===== src/rtl/avoid_ctrl.sv =====
// Obstacle-avoidance controller: manual drive pass-through plus an autonomous
// stop/back/turn/check sequence driven by a debounced obstacle flag.
module avoid_ctrl #(
  parameter int TICK_DIV  = 100000,
  parameter int DEB_MS    = 20,
  parameter int STOP_MS   = 100,
  parameter int BACK_MS   = 400,
  parameter int TURN_MS   = 300,
  parameter int MAX_TURNS = 8
) (
  input  logic       CLK,
  input  logic       RST_N,
  input  logic       BLK,
  input  logic       AUTO_EN,
  input  logic [2:0] CMD,
  output logic [3:0] MOTOR,
  output logic [2:0] STATE_O,
  output logic       BLK_DEB
);

  localparam int CW   = (TICK_DIV > 1) ? $clog2(TICK_DIV) : 1;
  localparam int DW   = $clog2(DEB_MS + 1);
  localparam int TMAX = (BACK_MS > TURN_MS) ? ((BACK_MS > STOP_MS) ? BACK_MS : STOP_MS)
                                            : ((TURN_MS > STOP_MS) ? TURN_MS : STOP_MS);
  localparam int TW   = $clog2(TMAX + 1);
  localparam int NW   = $clog2(MAX_TURNS + 1);

  localparam logic [3:0] M_STOP  = 4'b0000;
  localparam logic [3:0] M_FWD   = 4'b1010;
  localparam logic [3:0] M_BACK  = 4'b0101;
  localparam logic [3:0] M_LEFT  = 4'b0110;
  localparam logic [3:0] M_RIGHT = 4'b1001;

  typedef enum logic [2:0] {
    S_MANUAL = 3'd0,
    S_FWD    = 3'd1,
    S_STOP   = 3'd2,
    S_BACK   = 3'd3,
    S_TURN   = 3'd4,
    S_CHECK  = 3'd5,
    S_HALT   = 3'd6
  } state_t;

  state_t        state_q, state_d;
  logic          blk_s1_q, blk_s2_q;
  logic [CW-1:0] tick_cnt_q;
  logic          tick;
  logic [DW-1:0] deb_cnt_q;
  logic          blk_deb_q;
  logic [TW-1:0] timer_q, timer_d;
  logic [TW-1:0] dwell_last;
  logic          phase_done;
  logic [NW-1:0] turns_q, turns_d;
  logic [3:0]    motor_q, motor_d;

  assign tick = (tick_cnt_q == CW'(TICK_DIV - 1));

  // Synchronizer, tick divider and debouncer; the debouncer only samples on ticks.
  always_ff @(posedge CLK or negedge RST_N) begin
    if (!RST_N) begin
      blk_s1_q   <= 1'b0;
      blk_s2_q   <= 1'b0;
      tick_cnt_q <= '0;
      deb_cnt_q  <= '0;
      blk_deb_q  <= 1'b0;
    end else begin
      blk_s1_q   <= BLK;
      blk_s2_q   <= blk_s1_q;
      tick_cnt_q <= tick ? '0 : tick_cnt_q + CW'(1);
      if (tick) begin
        if (blk_s2_q != blk_deb_q) begin
          if (deb_cnt_q == DW'(DEB_MS - 1)) begin
            blk_deb_q <= ~blk_deb_q;
            deb_cnt_q <= '0;
          end else begin
            deb_cnt_q <= deb_cnt_q + DW'(1);
          end
        end else begin
          deb_cnt_q <= '0;
        end
      end
    end
  end

  always_ff @(posedge CLK or negedge RST_N) begin
    if (!RST_N) begin
      state_q <= S_MANUAL;
      timer_q <= '0;
      turns_q <= '0;
      motor_q <= M_STOP;
    end else begin
      state_q <= state_d;
      timer_q <= timer_d;
      turns_q <= turns_d;
      motor_q <= motor_d;
    end
  end

  always_comb begin
    dwell_last = '0;
    case (state_q)
      S_STOP, S_CHECK: dwell_last = TW'(STOP_MS - 1);
      S_BACK:          dwell_last = TW'(BACK_MS - 1);
      S_TURN:          dwell_last = TW'(TURN_MS - 1);
      default:         dwell_last = '0;
    endcase
  end

  assign phase_done = tick && (timer_q == dwell_last);

  always_comb begin
    state_d = state_q;
    turns_d = turns_q;
    if (!AUTO_EN) begin
      state_d = S_MANUAL;
      turns_d = '0;
    end else begin
      case (state_q)
        S_MANUAL: state_d = S_FWD;
        S_FWD:    if (blk_deb_q) state_d = S_STOP;
        S_STOP:   if (phase_done) state_d = S_BACK;
        S_BACK:   if (phase_done) state_d = S_TURN;
        S_TURN:   if (phase_done) state_d = S_CHECK;
        S_CHECK: begin
          if (phase_done) begin
            if (!blk_deb_q) begin
              state_d = S_FWD;
              turns_d = '0;
            end else begin
              turns_d = turns_q + NW'(1);
              state_d = (turns_q == NW'(MAX_TURNS - 1)) ? S_HALT : S_TURN;
            end
          end
        end
        S_HALT:   state_d = S_HALT;
        default:  state_d = S_MANUAL;
      endcase
    end
  end

  // Timer restarts on every state change so each timed state gets a full dwell.
  always_comb begin
    timer_d = timer_q;
    if (!AUTO_EN || (state_d != state_q)) begin
      timer_d = '0;
    end else if (tick) begin
      timer_d = timer_q + TW'(1);
    end
  end

  // Motor is decoded from the next state so it changes on the same edge as STATE_O.
  always_comb begin
    motor_d = M_STOP;
    case (state_d)
      S_MANUAL: begin
        case (CMD)
          3'b001:  motor_d = blk_deb_q ? M_STOP : M_FWD;
          3'b010:  motor_d = M_BACK;
          3'b011:  motor_d = M_LEFT;
          3'b100:  motor_d = M_RIGHT;
          default: motor_d = M_STOP;
        endcase
      end
      S_FWD:   motor_d = M_FWD;
      S_BACK:  motor_d = M_BACK;
      S_TURN:  motor_d = M_LEFT;
      default: motor_d = M_STOP;
    endcase
  end

  assign MOTOR   = motor_q;
  assign STATE_O = state_q;
  assign BLK_DEB = blk_deb_q;

endmodule

===== config.mk =====
export PLATFORM = sky130hd
export DESIGN_NAME = avoid_ctrl
export DESIGN_NICKNAME = d
export VERILOG_FILES = /design/src/rtl/avoid_ctrl.sv
export SDC_FILE = /design/constraint.sdc
export NUM_CORES = 1
export LEC_CHECK = 0
export ABC_AREA = 1
export ABC_CLOCK_PERIOD_IN_PS = 2350
export CAP_MARGIN = 5
export CORE_ASPECT_RATIO = 1.5
export CORE_UTILIZATION = 59
export DETAILED_ROUTE_END_ITERATION = 8
export PLACE_DENSITY = 0.86
export SLEW_MARGIN = 20
export SYNTH_ARGS = -nofsm -noshare
export SYNTH_HDL_FRONTEND = slang
export SYNTH_SLANG_ARGS = --single-unit

===== constraint.sdc =====
create_clock -name CLK -period 2.35 [get_ports CLK]
set_input_delay 0.3525 -clock CLK [delete_from_list [all_inputs] [get_ports CLK]]
set_output_delay 0.3525 -clock CLK [all_outputs]
set_load 0.02 [all_outputs]

# Word-level counts from Yosys, hierarchy flattened
# Cells that the tools add are included.
# totals
regBits	45
out_inout_bits	8
wordCells	66
input_bits	7
# classes
eq_ne	21
muxes	22
n_bitwise	1
n_reduce_logical	9
n_addsub	4
# op_table
operator	n
$pmux 4 s4	2
$pmux 9 s3	1
$mux 3	7
$pmux 3 s7	1
$mux 4	5
$mux 9	2
$add 17x1->17 const B	1
$eq 17x17->1 const B	1
$mux 17	1
$eq 3x2->1 const B	5
$eq 3x3->1 const B	5
$mux 5	2
$add 9x1->9 const B	1
$eq 3x1->1 const B	3
$eq 9x9->1	1
$logic_not 3->1	2
$add 5x1->5 const B	1
$eq 5x5->1 const B	1
$add 4x1->4 const B	1
$eq 4x3->1 const B	1
$ne 2x1->1 const B	2
$ne 3x3->1	1
$reduce_and 3->1	1
$mux 2	1
other kinds (8)	8

# Longest topological paths before layout
# Gate-level depths: netlist of the first run.
# depth
depth_word	11
depth_mapped	18
mapped_depth_nobuf	18

# Least setup slack after synthesis of the first run
# OpenSTA, ideal clock, no wires.
# synth_timing
kind	register to register
start	register state_q[1] (netlist: STATE_O[1])
end	register timer_q[0]
stages_incl_launch_ff	16
period_less_slack_ns	1.958
n_path_buf	1
required_time_ns	2.278
arrival_ns	1.886
setup_ns	0.072
slack_ns	0.392
cell_sequence	dfrtp_1 -> buf_4 -> nand2_2 -> nor2_4 -> nor2_1 -> nor2_2 -> nand2_2 -> nor2_4 -> nand2_2 -> nand2_1 -> nand3_2 -> nand2_2 -> nand3_1 -> nand2_2 -> nand3_4 -> nor2_2
# synth_between
elab_chain_len	11
elab_cells_between_ends	22
cone_classes	eq/ne: 8; mux: 9; reduce/logical: 5
# synth_lines
element	line_no	rtl
start: declaration	44	state_t state_q, state_d;
start signal: assignment	92	state_q <= state_d;
$eq 3x3->1 / $eq 3x2->1 (equally long branches)	101, 118	
$reduce_or 2->1	101	case (state_q)
$pmux 9 s3	101	
$eq 9x9->1	109	assign phase_done = tick && (timer_q == dwell_last);
$logic_and 1x1->1	109	
$mux 3 (on tied branches)	n/a	
$pmux 3 s7	118	case (state_q)
$mux 3	114	if (!AUTO_EN) begin
$ne 3x3->1 *	144	if (!AUTO_EN || (state_d != state_q)) begin
$logic_or 1x1->1 *	144	
$mux 9 / $reduce_bool 2->1 (equally long branches)	n/a	
end signal: assignment	93	timer_q <= timer_d;
end: declaration	50	logic [TW-1:0] timer_q, timer_d;
# Every way passes the cells marked *; elsewhere a longest branch is shown, timed or not.
# A chain may end at the register's enable or synchronous reset.

# Worst setup path in the final report of the first run
# layout_timing
start	register state_q[2] (netlist: STATE_O[2])
end	register timer_q[8]
# The elaborated chain is that of the path after synthesis.

==> flow_summary.json, run 1 <==
{
  "cts_tree": "done",
  "synthArstFlopShare_pct": 100,
  "n_antenna_cell": 0,
  "clkLatencyLatePin_ns": 0.30,
  "cap_violations": 0,
  "synth_mux_area_share_pct": 0,
  "hold_viol": 0,
  "viasPerCell": 5.55,
  "worstSetupEndpointType": "register",
  "place_congestion": 0.878,
  "dr.pass1.iters": 4,
  "synthTopCellsByArea": "dfrtp_1 42%, nand2_1 9.3%, inv_1 6.5%",
  "ios": 15,
  "synth_xor_area_share_pct": 3.96,
  "rrSetupSlack_ns": 0.15,
  "required_ns": 2.58,
  "io_buffers": 14,
  "synthToLayoutAreaGrowth_pct": 11.6,
  "routed_wirelength_mm": 5.54,
  "synthMostInstantiatedCell": "nand2_1",
  "die_x_um": 56.8,
  "ys_top_cells_by_count": "66 x nand2_1, 46 x inv_1, 45 x dfrtp_1",
  "syn_nets": 358,
  "cellLeakagePower_uw": 0.00142,
  "grt_start_max_net_pins": 46,
  "netlist.area_leader.share_pct": 42.4,
  "numCtsBuffers": 5,
  "hp-class": "input pin to asynchronous set/reset pin",
  "route.detailed.drc": 0,
  "tightest_slew_ns": 0.564,
  "synth_top_family_by_area": "simple AND/OR/NAND/NOR gates",
  "rows": 29,
  "syn_inst": 347,
  "nets": 380,
  "yosys_warnings": 0,
  "finalSetupViolations": 0,
  "multiInputGateArea_mm2": 0.00129,
  "finalCritPeriodShare_pct": 93.7,
  "dp_hpwl_mm": 4.01,
  "wl_per_cell_um": 13.4,
  "crit_fanout": 9,
  "synth_top_cell_by_area": "dfrtp_1",
  "critPathArrivalTime_ns": 2.43,
  "nFillCells": 347,
  "min_period_ns": 2.20,
  "vias": 2303,
  "startpoint_type": "register",
  "dieArea_mm2": 0.00478,
  "netlist_area_mm2": 0.00266,
  "synth-simple-area-share_pct": 33.3,
  "critPathMaxStageDelay_ns": 0.51,
  "antenna_found_initial": 0,
  "dominantRegCellSynth": "dfrtp_1",
  "cts.sinks": 45,
  "powerDensity_mw_per_mm2": 453,
  "die_h_um": 84.2,
  "fin_ws_ns": 0.148,
  "worstPathCellList": "inv_4 > nand3_1 > nand2_1 > nand2_1 > a21oi_1 > nand2_1 > nor2_2 > a21oi_1 > nand2_1 > nand2_2 > a21oi_2 > nand3_4 > nor2_2",
  "overflow": 0,
  "cts_buffer_depth": 2,
  "place_area_mm2": 0.00285,
  "h-tree-depth": 2,
  "peakVddDrop_v": 0.000352,
  "pre_cts_slack_ns": 0.0942,
  "finalInstanceArea_mm2": 0.00297,
  "postSynthAreaPerCell_um2": 7.66,
  "seq_area_mm2": 0.00113,
  "synthAdderAreaFrac_pct": 1.88,
  "slew_headroom_pct": 62.4,
  "cts_root_buf": "clkbuf_8",
  "yosysSeqAreaShare_pct": 42.4,
  "clk_pin_slew_ns": 0.08,
  "cpMaxStageDelayCell": "dfrtp_2",
  "grt_pass1_wl_mm": 9.34,
  "ant_nets": 0,
  "drt_iter0_markers": 81,
  "fin_skew_ns": 0.00712,
  "slew_viol_final": 0,
  "synth_cell_types": 29,
  "synth-edff-count": 0,
  "grtUsageTotal_pct": 25.2,
  "synth_compound_area_share_pct": 8.86,
  "core_area_mm2": 0.00428,
  "path_class": "register to register",
  "drive_gt1_share_pct": 18.2,
  "start_util_pct": 62.0,
  "fin_util_pct": 69.3,
  "grt_pass1_vias": 2215,
  "ys_ff_latch": 45,
  "crit_top_cell": "nand2_1",
  "outcome": "complete, no violations",
  "fmax_ghz": 0.454
}
## final timing paths
kind / from / endpoint / depth (start not counted)
worst max-delay path: STATE_O[2] / timer_q[8] / 13
worst min-delay path: RST_N / tick_cnt_q[5] / 2
worst max register to register: STATE_O[2] / timer_q[8] / 13
worst min register to register: blk_s1_q / blk_s2_q / 0
max in group asynchronous: RST_N / STATE_O[1] / 2
min in group CLK: blk_s1_q / blk_s2_q / 0
## registers in the layout, indices dropped and copies added (netlist names)
register    cells
tick_cnt_q     17
STATE_O         3
turns_q         4
blk_s1_q        1
MOTOR           4
deb_cnt_q       5
blk_s2_q        1
timer_q         9
BLK_DEB         1
## worst max-delay path, delay by kind of cell (launching register included)
family	cells	cell delay, ns
compound gates	3	0.47
simple gates	9	1.05
buf+inv	1	0.12
flops	1	0.51
## cell families (layout without fill, tap and decap cells)
logic type	Yosys count	after routing
AOI/OAI and AO/OA	44	44
xor gates and xnor gates	12	12
adders and majority gates	4	4
buffers and inverters	62	84
DFF	45	45
and+or+nand+nor	180	180
## routing by layer
layer / up-vias / routed length, µm / part of all wire, % / track usage [%]
met4: 0 / 132 / 2.4 / 12.4
met5: - / 0 / 0 / 0
met3: 15 / 159 / 2.9 / 4.62
li1: 1131 / - / - / -
met2: 50 / 3010 / 54 / 46.0
met1: 1107 / 2240 / 40 / 27.6
## layout by cell type (no fill, tap or decap), types with 2 or more instances in the layout
cell             Yosys  layout
inv_1               46      46
nand2_1             66      66
ha_1                 4       4
clkdlybuf4s50_1      0      13
buf_4                3       4
xor2_1              10      10
nor4_1               2       2
inv_2               11      11
dfrtp_1             45      42
o21ai_0             24      24
o21ai_1              2       2
nand3_1             25      25
nand2_2             14      14
nand3_2              3       3
nor3_1              11      10
xnor2_1              2       2
o211ai_1             2       2
nand3_4              2       2
nor2_2              13      12
clkbuf_8             0       6
nor2_4               4       5
dfrtp_2              0       3
nor2_1              36      36
a21oi_1             14      14
## area by class of cell
cell class	count	share of cell area [%]
Tap cell	46	1.94
Sequential cell	45	38.1
Clock buffer	7	2.91
Timing Repair Buffer	19	6.24
Multi-Input combinational cell	240	43.4
Inverter	58	7.43
## report_power, final
group	leakage (µW)	total (µW)	internal (µW)	switching, µW
registers	0.000596	784	780	4.12
clock network	0.0000443	488	234	254
logic	0.000780	72.9	25.4	47.5
total	0.00142	1340	1040	306
## metrics by stage
step / hold slack (ns) / TNS, ns / power [µW] / instances
after floorplan: 0.0569 / 0 / 832 / 347
after global placement: 0.335 / 0 / 871 / 407
after detailed placement: 0.336 / 0 / 872 / 407
after CTS: 0.145 / 0 / 1350 / 414
after global routing: 0.181 / -0.299 / 1390 / 415
final: 0.116 / 0 / 1340 / 415
## what timing repair did
action | CTS | global route
setup buffers | 0 | 1
hold buffers | 0 | 0
resized for setup | 0 | 5
setup endpoints to repair | 0 | 11
No activity file was read; power rests on OpenSTA's default activity.
==> run 2, diff against run 1 <==
- PLACE_DENSITY: 0.86 -> 0.8
==> run 2 against run 1 <==
Clock power grew 15%; register-to-register slack is essentially flat; clock-buffer cell count shrank 2; sequential power is essentially flat; critical endpoint is now timer_q[4]; largest cell class unchanged.
==> flow_summary.json, run 2 (synthesis gave the netlist of run 1 again) <==
{
  "outcome": "complete, no violations",
  "power_frac_clock_pct": 39.4,
  "finalInstanceArea_mm2": 0.00300,
  "clk_pin_slew_ns": 0.08,
  "finalCritPeriodShare_pct": 93.3,
  "io_buffers": 14,
  "powerDensity_mw_per_mm2": 474,
  "peakVddDrop_v": 0.000406,
  "min_period_ns": 2.19,
  "route.detailed.drc": 0,
  "crit_fanout": 9,
  "worstSetupStartpoint": "STATE_O[1]",
  "routed_wirelength_mm": 5.30,
  "hold_viol": 0,
  "cts_tree": "done",
  "ios": 15,
  "numCtsBuffers": 5,
  "grtUsageTotal_pct": 25.0,
  "slew_headroom_pct": 72.0,
  "core_area_mm2": 0.00428,
  "vias": 2230,
  "n_antenna_cell": 0,
  "slew_viol_final": 0,
  "reg_top3": "tick_cnt_q x17, timer_q x9, deb_cnt_q x5",
  "critPathArrivalTime_ns": 2.38,
  "antenna_found_initial": 0,
  "critPathMaxStageDelay_ns": 0.58,
  "hp-class": "input pin to asynchronous set/reset pin",
  "fin_skew_ns": 0.00645,
  "dieArea_mm2": 0.00478,
  "startpoint_type": "register",
  "die_x_um": 56.8,
  "cts.sinks": 45,
  "cts_root_buf": "clkbuf_8",
  "cts_buffer_depth": 2,
  "h-tree-depth": 2,
  "rsz0062_at_grt": "no",
  "largest_register_ffs": 17,
  "dp_hpwl_mm": 4.00,
  "finalSetupViolations": 0,
  "grt_start_max_net_pins": 46,
  "p_sw_share_pct": 21.5,
  "ant_nets": 0,
  "pwr-share-seq_pct": 55.1,
  "grt_pass1_wl_mm": 9.36,
  "viasPerCell": 5.36,
  "endpoint": "timer_q[4]",
  "fin_setup_tns_ns": 0,
  "required_ns": 2.54,
  "final_common_cell": "nand2_1",
  "worstPathCellList": "inv_2 > nand3_1 > nand2_1 > nand2_1 > nand2_1 > inv_2 > nand3_1 > nor2_2 > nand3_1 > nand3_1 > nand2_2 > nand2_1 > nand2_2 > nand3_2 > nor2_2",
  "rr_startpoint": "STATE_O[1]",
  "nets": 381,
  "die_h_um": 84.2,
  "place_congestion": 0.975,
  "overflow": 0,
  "clkLatencyLatePin_ns": 0.30,
  "regMostFlops": "tick_cnt_q",
  "intPower_uw": 1120,
  "cap_violations": 0,
  "place_area_mm2": 0.00287,
  "cpMaxStageDelayCell": "dfrtp_1",
  "wl_per_cell_um": 12.7,
  "pre_cts_slack_ns": 0.127,
  "drive_gt1_share_pct": 17.8,
  "combPwrFrac_pct": 5.5,
  "cts_hold_buffers": 0,
  "dr.pass1.iters": 4,
  "grt_pass1_vias": 2307,
  "r2r_end": "timer_q[4]",
  "worstSetupEndpointType": "register",
  "start_util_pct": 62.0,
  "rrSetupSlack_ns": 0.16,
  "cellLeakagePower_uw": 0.00144,
  "fin_ws_ns": 0.157,
  "holdWs_ns": 0.0247,
  "cp.buffers_inverters": 2,
  "critical_path_cell_count": 15,
  "synthToLayoutAreaGrowth_pct": 13.0,
  "p_switching_uw": 306,
  "reg2reg_depth": 15,
  "tightest_slew_ns": 0.419,
  "path_class": "register to register",
  "crit_family": "simple AND/OR/NAND/NOR gates",
  "fmax_ghz": 0.456,
  "drt_iter0_markers": 78,
  "final_cell_mix": "66 x nand2_1, 46 x inv_1, 44 x dfrtp_1",
  "rows": 29
}
[run 2: worst min-delay path by stage]
stage	end	slack [ns]
after global routing	tick_cnt_q[11]	0.05
final	deb_cnt_q[3]	0.02
after floorplan	BLK_DEB	0.06
after global placement	blk_s2_q	0.33
after CTS	tick_cnt_q[6]	0.03
after detailed placement	blk_s2_q	0.34
[run 2: timing repair]
item                                   in CTS  in global routing
gates resized for setup                     0                  4
endpoints found under the hold margin       0                  0
setup endpoints to repair                   0                  9
setup buffers                               0                  0
[run 2: metal layers]
metal	global-route usage [%]	vias to the layer above	share of wire [%]
met5	0	-	0
met1	26.8	1036	40
met3	4.62	21	2.9
li1	-	1136	-
met4	13.3	0	4.0
met2	45.6	37	53
[run 2: metrics by stage]
| step | utilization, % | total power, µW | std cells |
|---|---|---|---|
| 2_1_floorplan | - | 832 | 347 |
| 5_1_grt | 70.1 | 1470 | 416 |
| 3_5_place_dp | 66.9 | 876 | 408 |
| 3_3_place_gp | 66.9 | 875 | 408 |
| 4_1_cts | 69.3 | 1430 | 415 |
| 6_report | 70.1 | 1420 | 416 |
[run 2: layout make-up]
| class | instances | area, µm² |
|---|---|---|
| multi-input cells | 241 | 1310 |
| fillers | 354 | 1280 |
| flip-flops and latches | 45 | 1130 |
| inverters | 58 | 220 |
| repair buffers | 19 | 185 |
| clock buffers | 5 | 68.8 |
| well taps | 46 | 57.6 |
| clock inverters | 2 | 35.0 |
[run 2: power by group through the flow]
stage          Clock (µW)  Combinational [µW]  Sequential, µW
6_report              561                78.5             784
5_1_grt               599                87.4             784
4_1_cts               569                77.4             784
3_5_place_dp            0                76.5             799
3_3_place_gp            0                75.6             799
2_1_floorplan           0                27.0             805
